===== src/rtl/rv_pkg.sv =====
// ============================================================================
//  Module      : rv_pkg
//  Description : RV32I opcode, funct3 and SYSTEM encodings shared by the
//                decode pipeline, plus the funct3 legality helper.
//  Revision    : 1.0 - initial release
// ============================================================================
`default_nettype none

package rv_pkg;

    localparam logic [6:0] OPC_LUI      = 7'b0110111;
    localparam logic [6:0] OPC_AUIPC    = 7'b0010111;
    localparam logic [6:0] OPC_JAL      = 7'b1101111;
    localparam logic [6:0] OPC_JALR     = 7'b1100111;
    localparam logic [6:0] OPC_BRANCH   = 7'b1100011;
    localparam logic [6:0] OPC_LOAD     = 7'b0000011;
    localparam logic [6:0] OPC_STORE    = 7'b0100011;
    localparam logic [6:0] OPC_OPIMM    = 7'b0010011;
    localparam logic [6:0] OPC_OP       = 7'b0110011;
    localparam logic [6:0] OPC_MISC_MEM = 7'b0001111;
    localparam logic [6:0] OPC_SYSTEM   = 7'b1110011;

    localparam logic [2:0] F3_PRIV     = 3'd0;
    localparam logic [2:0] F3_SYS_RSVD = 3'd4;
    localparam logic [2:0] F3_CSRRWI   = 3'd5;
    localparam logic [2:0] F3_CSRRSI   = 3'd6;
    localparam logic [2:0] F3_CSRRCI   = 3'd7;

    // ins[31:7] of the funct3==0 SYSTEM instructions
    localparam logic [24:0] F25_ECALL  = 25'h0000000;
    localparam logic [24:0] F25_EBREAK = 25'h0002000;
    localparam logic [24:0] F25_MRET   = 25'h0604000;

    localparam logic [11:0] MEPC_AR = 12'h341;

    typedef enum logic [1:0] {
        SYS_NONE   = 2'b00,
        SYS_MRET   = 2'b01,
        SYS_ECALL  = 2'b10,
        SYS_EBREAK = 2'b11
    } sys_e;

    function automatic logic f3_illegal(input logic [6:0] opc, input logic [2:0] f3);
        case (opc)
            OPC_LOAD:   return f3 inside {3'd3, 3'd6, 3'd7};
            OPC_STORE:  return f3 >= 3'd3;
            OPC_BRANCH: return f3 inside {3'd2, 3'd3};
            OPC_SYSTEM: return f3 == F3_SYS_RSVD;
            default:    return 1'b0;
        endcase
    endfunction

endpackage

`default_nettype wire


===== src/rtl/rv_imm_gen.sv =====
// ============================================================================
//  Module      : rv_imm_gen
//  Description : Combinational immediate format mux, sign-extended to XLEN.
//  Revision    : 1.0 - initial release
// ============================================================================
`default_nettype none

module rv_imm_gen
    import rv_pkg::*;
#(
    parameter int XLEN = 32
) (
    input  logic [31:0]     i_ins,
    input  logic [XLEN-1:0] i_pc,
    output logic [XLEN-1:0] o_imm
);

    logic signed [11:0] w_i12;
    logic signed [11:0] w_s12;
    logic signed [12:0] w_b13;
    logic signed [20:0] w_j21;
    logic signed [31:0] w_u32;
    logic [XLEN-1:0]    w_imm_u;

    assign w_i12   = i_ins[31:20];
    assign w_s12   = {i_ins[31:25], i_ins[11:7]};
    assign w_b13   = {i_ins[31], i_ins[7], i_ins[30:25], i_ins[11:8], 1'b0};
    assign w_j21   = {i_ins[31], i_ins[19:12], i_ins[20], i_ins[30:21], 1'b0};
    assign w_u32   = {i_ins[31:12], 12'b0};
    assign w_imm_u = XLEN'(w_u32);

    always_comb begin
        o_imm = '0;
        case (i_ins[6:0])
            OPC_OPIMM, OPC_LOAD, OPC_JALR: o_imm = XLEN'(w_i12);
            OPC_STORE:                     o_imm = XLEN'(w_s12);
            OPC_BRANCH:                    o_imm = XLEN'(w_b13);
            OPC_JAL:                       o_imm = XLEN'(w_j21);
            OPC_LUI:                       o_imm = w_imm_u;
            OPC_AUIPC:                     o_imm = w_imm_u + i_pc;
            OPC_SYSTEM: begin
                // CSR*I forms carry rs1 as an unsigned 5-bit zimm
                if (i_ins[14:12] inside {F3_CSRRWI, F3_CSRRSI, F3_CSRRCI})
                    o_imm = XLEN'(i_ins[19:15]);
            end
            default:                       o_imm = '0;
        endcase
    end

endmodule

`default_nettype wire


===== src/rtl/rv_id_pipe.sv =====
// ============================================================================
//  Module      : rv_id_pipe
//  Description : Registered RV32I decode stage with valid/ready handshakes,
//                load-use bubble insertion, flush and illegal detection.
//  Revision    : 1.0 - initial release
// ============================================================================
`default_nettype none

module rv_id_pipe
    import rv_pkg::*;
#(
    parameter int XLEN       = 32,
    parameter int HAZARD_EN  = 1,
    parameter int ILLEGAL_EN = 1
) (
    input  logic            clk,
    input  logic            rst,
    input  logic            i_if2id_valid,
    output logic            o_if2id_ready,
    input  logic [XLEN-1:0] i_if2id_addr,
    input  logic [31:0]     i_if2id_ins,
    input  logic            i_wash_en,
    input  logic            i_ex_ready,
    output logic            o_id2ex_valid,
    output logic [XLEN-1:0] o_id2ex_pc,
    output logic [6:0]      o_id2ex_op_code,
    output logic [4:0]      o_id2ex_rd_addr,
    output logic [4:0]      o_id2ex_op0_addr,
    output logic [4:0]      o_id2ex_op1_addr,
    output logic [2:0]      o_id2ex_op_func3,
    output logic [6:0]      o_id2ex_op_func7,
    output logic [XLEN-1:0] o_id2ex_op_imm,
    output logic            o_id2ex_mem_wr_en,
    output logic            o_id2ex_mem_rd_en,
    output logic            o_id2ex_reg_wr_en,
    output logic            o_id2ex_reg_rd_en,
    output logic [11:0]     o_id2ex_csr_addr,
    output logic [1:0]      o_id2ex_sys,
    output logic            o_id2ex_illegal
);

    typedef struct packed {
        logic            valid;
        logic [XLEN-1:0] pc;
        logic [6:0]      opcode;
        logic [4:0]      rd;
        logic [4:0]      rs1;
        logic [4:0]      rs2;
        logic [2:0]      f3;
        logic [6:0]      f7;
        logic [XLEN-1:0] imm;
        logic            mem_wr;
        logic            mem_rd;
        logic            reg_wr;
        logic            reg_rd;
        logic [11:0]     csr;
        logic [1:0]      sys;
        logic            illegal;
    } id2ex_t;

    logic [6:0]      w_opc;
    logic [2:0]      w_f3;
    logic [XLEN-1:0] w_imm;
    logic            w_use_rd;
    logic            w_use_rs1;
    logic            w_use_rs2;
    logic            w_known;
    logic            w_mem_rd;
    logic            w_mem_wr;
    logic [11:0]     w_csr;
    logic [1:0]      w_sys;
    logic            w_illegal;
    logic            w_hazard;
    logic            w_accept;
    id2ex_t          w_dec;
    id2ex_t          r_q;

    assign w_opc = i_if2id_ins[6:0];
    assign w_f3  = i_if2id_ins[14:12];

    rv_imm_gen #(.XLEN(XLEN)) u_imm_gen (
        .i_ins (i_if2id_ins),
        .i_pc  (i_if2id_addr),
        .o_imm (w_imm)
    );

    always_comb begin
        w_use_rd  = 1'b0;
        w_use_rs1 = 1'b0;
        w_use_rs2 = 1'b0;
        w_known   = 1'b1;
        w_mem_rd  = 1'b0;
        w_mem_wr  = 1'b0;
        w_csr     = '0;
        w_sys     = SYS_NONE;
        case (w_opc)
            OPC_LUI, OPC_AUIPC, OPC_JAL: w_use_rd = 1'b1;
            OPC_JALR, OPC_OPIMM: begin
                w_use_rd  = 1'b1;
                w_use_rs1 = 1'b1;
            end
            OPC_OP: begin
                w_use_rd  = 1'b1;
                w_use_rs1 = 1'b1;
                w_use_rs2 = 1'b1;
            end
            OPC_LOAD: begin
                w_use_rd  = 1'b1;
                w_use_rs1 = 1'b1;
                w_mem_rd  = 1'b1;
            end
            OPC_STORE: begin
                w_use_rs1 = 1'b1;
                w_use_rs2 = 1'b1;
                w_mem_wr  = 1'b1;
            end
            OPC_BRANCH: begin
                w_use_rs1 = 1'b1;
                w_use_rs2 = 1'b1;
            end
            OPC_MISC_MEM: w_known = 1'b1;
            OPC_SYSTEM: begin
                if (w_f3 == F3_PRIV) begin
                    case (i_if2id_ins[31:7])
                        F25_MRET: begin
                            w_sys = SYS_MRET;
                            w_csr = MEPC_AR;
                        end
                        F25_ECALL:  w_sys = SYS_ECALL;
                        F25_EBREAK: w_sys = SYS_EBREAK;
                        default:    w_sys = SYS_NONE;
                    endcase
                end else begin
                    w_use_rd  = 1'b1;
                    w_use_rs1 = ~w_f3[2];
                    w_csr     = i_if2id_ins[31:20];
                end
            end
            default: w_known = 1'b0;
        endcase
    end

    assign w_illegal = ~w_known | f3_illegal(w_opc, w_f3);

    // Illegal words keep their raw opcode/funct fields so execute can trap
    always_comb begin
        w_dec        = '0;
        w_dec.valid  = 1'b1;
        w_dec.pc     = i_if2id_addr;
        w_dec.opcode = w_opc;
        w_dec.f3     = w_f3;
        w_dec.f7     = i_if2id_ins[31:25];
        if (w_illegal) begin
            w_dec.illegal = (ILLEGAL_EN != 0);
        end else begin
            w_dec.rd     = w_use_rd  ? i_if2id_ins[11:7]  : 5'd0;
            w_dec.rs1    = w_use_rs1 ? i_if2id_ins[19:15] : 5'd0;
            w_dec.rs2    = w_use_rs2 ? i_if2id_ins[24:20] : 5'd0;
            w_dec.imm    = w_imm;
            w_dec.mem_wr = w_mem_wr;
            w_dec.mem_rd = w_mem_rd;
            w_dec.reg_wr = w_use_rd && (i_if2id_ins[11:7] != 5'd0);
            w_dec.reg_rd = w_use_rs1 | w_use_rs2;
            w_dec.csr    = w_csr;
            w_dec.sys    = w_sys;
        end
    end

    generate
        if (HAZARD_EN != 0) begin : g_hazard_on
            // Unused source fields are already zero, so they never match a nonzero rd
            assign w_hazard = r_q.valid & r_q.mem_rd & (r_q.rd != 5'd0)
                            & ((r_q.rd == w_dec.rs1) | (r_q.rd == w_dec.rs2));
        end else begin : g_hazard_off
            assign w_hazard = 1'b0;
        end
    endgenerate

    assign o_if2id_ready = i_wash_en | ((~r_q.valid | i_ex_ready) & ~w_hazard);
    assign w_accept      = i_if2id_valid & o_if2id_ready & ~i_wash_en;

    always_ff @(posedge clk or posedge rst) begin
        if (rst) begin
            r_q <= '0;
        end else if (i_wash_en) begin
            r_q <= '0;
        end else if (~r_q.valid | i_ex_ready) begin
            r_q <= w_accept ? w_dec : '0;
        end
    end

    assign o_id2ex_valid     = r_q.valid;
    assign o_id2ex_pc        = r_q.pc;
    assign o_id2ex_op_code   = r_q.opcode;
    assign o_id2ex_rd_addr   = r_q.rd;
    assign o_id2ex_op0_addr  = r_q.rs1;
    assign o_id2ex_op1_addr  = r_q.rs2;
    assign o_id2ex_op_func3  = r_q.f3;
    assign o_id2ex_op_func7  = r_q.f7;
    assign o_id2ex_op_imm    = r_q.imm;
    assign o_id2ex_mem_wr_en = r_q.mem_wr;
    assign o_id2ex_mem_rd_en = r_q.mem_rd;
    assign o_id2ex_reg_wr_en = r_q.reg_wr;
    assign o_id2ex_reg_rd_en = r_q.reg_rd;
    assign o_id2ex_csr_addr  = r_q.csr;
    assign o_id2ex_sys       = r_q.sys;
    assign o_id2ex_illegal   = r_q.illegal;

endmodule

`default_nettype wire


===== config.mk =====
export PLATFORM = sky130hd
export DESIGN_NAME = rv_id_pipe
export DESIGN_NICKNAME = d
export VERILOG_FILES = /design/src/rtl/rv_pkg.sv /design/src/rtl/rv_imm_gen.sv /design/src/rtl/rv_id_pipe.sv
export SDC_FILE = /design/constraint.sdc
export NUM_CORES = 1
export LEC_CHECK = 0
export ABC_CLOCK_PERIOD_IN_PS = 4100
export CAP_MARGIN = 15
export CORE_UTILIZATION = 28
export CTS_CLUSTER_SIZE = 24
export DETAILED_ROUTE_END_ITERATION = 10
export PLACE_DENSITY_LB_ADDON = 0.05
export SKIP_CTS_REPAIR_TIMING = 1
export SYNTH_ARGS = -nofsm -noshare
export SYNTH_HDL_FRONTEND = slang
export SYNTH_SLANG_ARGS = --single-unit

===== constraint.sdc =====
create_clock -name clk -period 4.1 [get_ports clk]
set_input_delay 0.41 -clock clk [delete_from_list [all_inputs] [get_ports clk]]
set_output_delay 0.41 -clock clk [all_outputs]
set_load 0.02 [all_outputs]

==> flow_summary.json <==
{
  "p_leak_nw": 3.75,
  "cts_buffer_depth": 2,
  "cp_max_fo": 10,
  "tritoncts": "yes",
  "synth_area_leaders": "dfrtp_1, a22o_1, ha_1, nand2_1, a221oi_1",
  "maxSlewHeadroom": 0.362,
  "reg2reg_slack_ns": 1.46,
  "critPathKind": "in2out",
  "layout_common_cells": "clkdlybuf4s50_1, dfrtp_1, a22o_1, nand2_1, o21ai_1",
  "num_io_pins": 186,
  "antenna_found_initial": 0,
  "post-route-period-util": 0.937,
  "gp_congestion": 0.869,
  "rsz0062_at_grt": "false",
  "worst_pin_slew_ns": 0.954,
  "mostFrequentLayoutCell": "clkdlybuf4s50_1",
  "hp-class": "in2async",
  "first_pass_iters": 5,
  "yosysWarningCount": 0,
  "coreArea_sq_mm": 0.0211,
  "syn_to_final_growth_pct": 48.6,
  "dieHeight_um": 149,
  "switchingPower_uw": 870,
  "clock_latency_ns": 0.41,
  "grt_pass1_vias": 5796,
  "power.share.clock": 0.481,
  "post_drt_wl_per_cell_um": 21.9,
  "drcViolationCount": 0,
  "synthFlopType": "dfrtp_1",
  "end_kind": "output port",
  "arrival_ns": 3.43,
  "synth_edf_count": 0,
  "initial_utilization": 0.286,
  "final_cell_count_no_fill": 1061,
  "via_count": 5709,
  "syn_area_per_cell_sq_um": 10.5,
  "drive_above_1_share": 0.0992,
  "hpwl_um": 16800,
  "max_cap_violations": 0,
  "htreeDepth": 4,
  "io_buffers": 185,
  "async_flop_share": 1.00,
  "pwr-share-seq": 0.368,
  "grt_pass1_wl_um": 35700,
  "synth_top_area_frac": 0.481,
  "postSynthNetCount": 665,
  "die_area_sq_mm": 0.0221,
  "ys_types": 61,
  "p_comb_frac": 0.151,
  "hold_viol": 0,
  "final_nets": 862,
  "finalClockSkew_ns": 0.00691,
  "die_w_um": 149,
  "dp_cells": 1029,
  "grt_max_degree": 61,
  "grtUsageTotal": 0.218,
  "p_int_mw": 2.34,
  "synth_area_sq_mm": 0.00603,
  "setup_tns_ns": 0,
  "numCtsBuffers": 17,
  "p_per_area_mw_per_mm2": 359,
  "ant_nets": 0,
  "synth_area_leader_cell": "dfrtp_1",
  "finalSetupViolations": 0,
  "clock-sinks": 116,
  "diodes": 0,
  "ctsRootBufferMaster": "clkbuf_16",
  "vdd_ir_drop_max_uv": 254,
  "cp-start-kind": "input pin",
  "drtIter0Drc": 405,
  "syn-instance-count": 576,
  "rows": 53,
  "drv_slew": 0,
  "synth.ff_latch_count": 116,
  "grt.overflow.total": 0,
  "required_ns": 3.69,
  "cts.clk_slew.worst_paths_ns": 0.06,
  "viasPerCell": 5.38,
  "swShare": 0.271,
  "status": "completed",
  "finalCriticalPeriod_ns": 3.84,
  "wl_um": 23300,
  "ys_seq_area_frac": 0.481,
  "timing.fmax_mhz": 260
}
## stage by stage
stage	setup WS (ns)	total power [mW]	hold WS (ns)	utilization	instance area [sq um]
final	0.257	3.21	0.486	0.425	8960
after global routing	0.0227	3.35	0.508	0.425	8960
after CTS	0.133	3.25	0.488	0.424	8950
after detailed placement	0.148	1.69	0.476	0.396	8350
after global placement	0.261	1.68	0.471	0.396	8350
after floorplan	0.618	1.45	0.543	-	6030
## layout make-up
class / instances / area [sq um]
fillers: 2049 / 12100
multi-input cells: 416 / 2970
flip-flops and latches: 116 / 2900
repair buffers: 215 / 2110
clock buffers: 18 / 429
well taps: 275 / 344
clock inverters: 14 / 176
inverters: 7 / 28.8
## worst max-delay path, cell delays in order
cell and delay [ns]:
clkdlybuf4s50_1 0.69, nand3_1 0.25, nor3_2 0.31, a21oi_2 0.18, or3_1 0.37, a22oi_1 0.34
nand2_1 0.10, a21oi_1 0.17, nor2_1 0.06, clkdlybuf4s50_1 0.54
## kinds of logic after synthesis
kind of cell,after synthesis,share of synthesized area
AO/OA/AOI/OAI,231,0.285
XOR/XNOR,26,0.0378
adder cells (fa/ha/maj),20,0.0427
buffers and inverters,44,0.0301
flip-flops,116,0.481
multiplexers,1,0.00166
AND/OR/NAND/NOR,138,0.122
## worst paths after layout
check | start | endpoint | depth (start not counted)
max | i_if2id_ins[5] | o_if2id_ready | 10
min | rst | o_id2ex_pc[2]$_DFFE_PP0P_ | 2
max reg2reg | o_id2ex_rd_addr[2]$_DFFE_PP0P_ | o_id2ex_op1_addr[2]$_DFFE_PP0P_ | 8
min reg2reg | o_id2ex_op_imm[15]$_DFFE_PP0P_ | o_id2ex_op_imm[15]$_DFFE_PP0P_ | 2
max in group asynchronous | rst | o_id2ex_op1_addr[2]$_DFFE_PP0P_ | 3
min in group clk | o_id2ex_op_imm[15]$_DFFE_PP0P_ | o_id2ex_op_imm[15]$_DFFE_PP0P_ | 2
## cell usage after synthesis (4+ instances only)
master,count
dfrtp_1,116
a22o_1,82
nand2_1,54
o21ai_1,31
a21oi_1,29
clkbuf_1,25
a221oi_1,23
nor2_1,23
ha_1,19
o21ai_0,17
xnor2_1,16
buf_2,10
xor2_1,10
a22oi_1,8
inv_1,7
nand3_1,7
a21o_1,6
nor3b_1,6
a211oi_1,5
nor3_1,5
or3_1,5
a31oi_1,4
and2_1,4
nand4_1,4
nor2b_1,4
nor4_1,4
nor4bb_1,4
o21bai_1,4
## power groups by stage
stage | logic, mW | clock network, mW | registers [mW]
2_1_floorplan | 0.217 | 0 | 1.23
3_5_place_dp | 0.484 | 0 | 1.20
6_report | 0.485 | 1.55 | 1.18
3_3_place_gp | 0.480 | 0 | 1.20
5_1_grt | 0.528 | 1.64 | 1.19
4_1_cts | 0.487 | 1.58 | 1.18
## per-layer routing
metal,part of all wire,up-vias,track usage
met2,0.46,222,0.339
met4,0.027,0,0.0862
met1,0.45,2847,0.297
met3,0.060,34,0.0410
met5,0,-,0
li1,-,2606,-
## flip-flops by register name, summed over array words and instances (netlist names), 2 cells and up
register	count
o_id2ex_op_code	7
o_id2ex_op_imm	32
o_id2ex_op0_addr	5
o_id2ex_op_func7	7
o_id2ex_op_func3	3
o_id2ex_csr_addr	12
o_id2ex_sys	2
o_id2ex_op1_addr	5
o_id2ex_rd_addr	5
o_id2ex_pc	32
(Power assumes the default switching activity.)
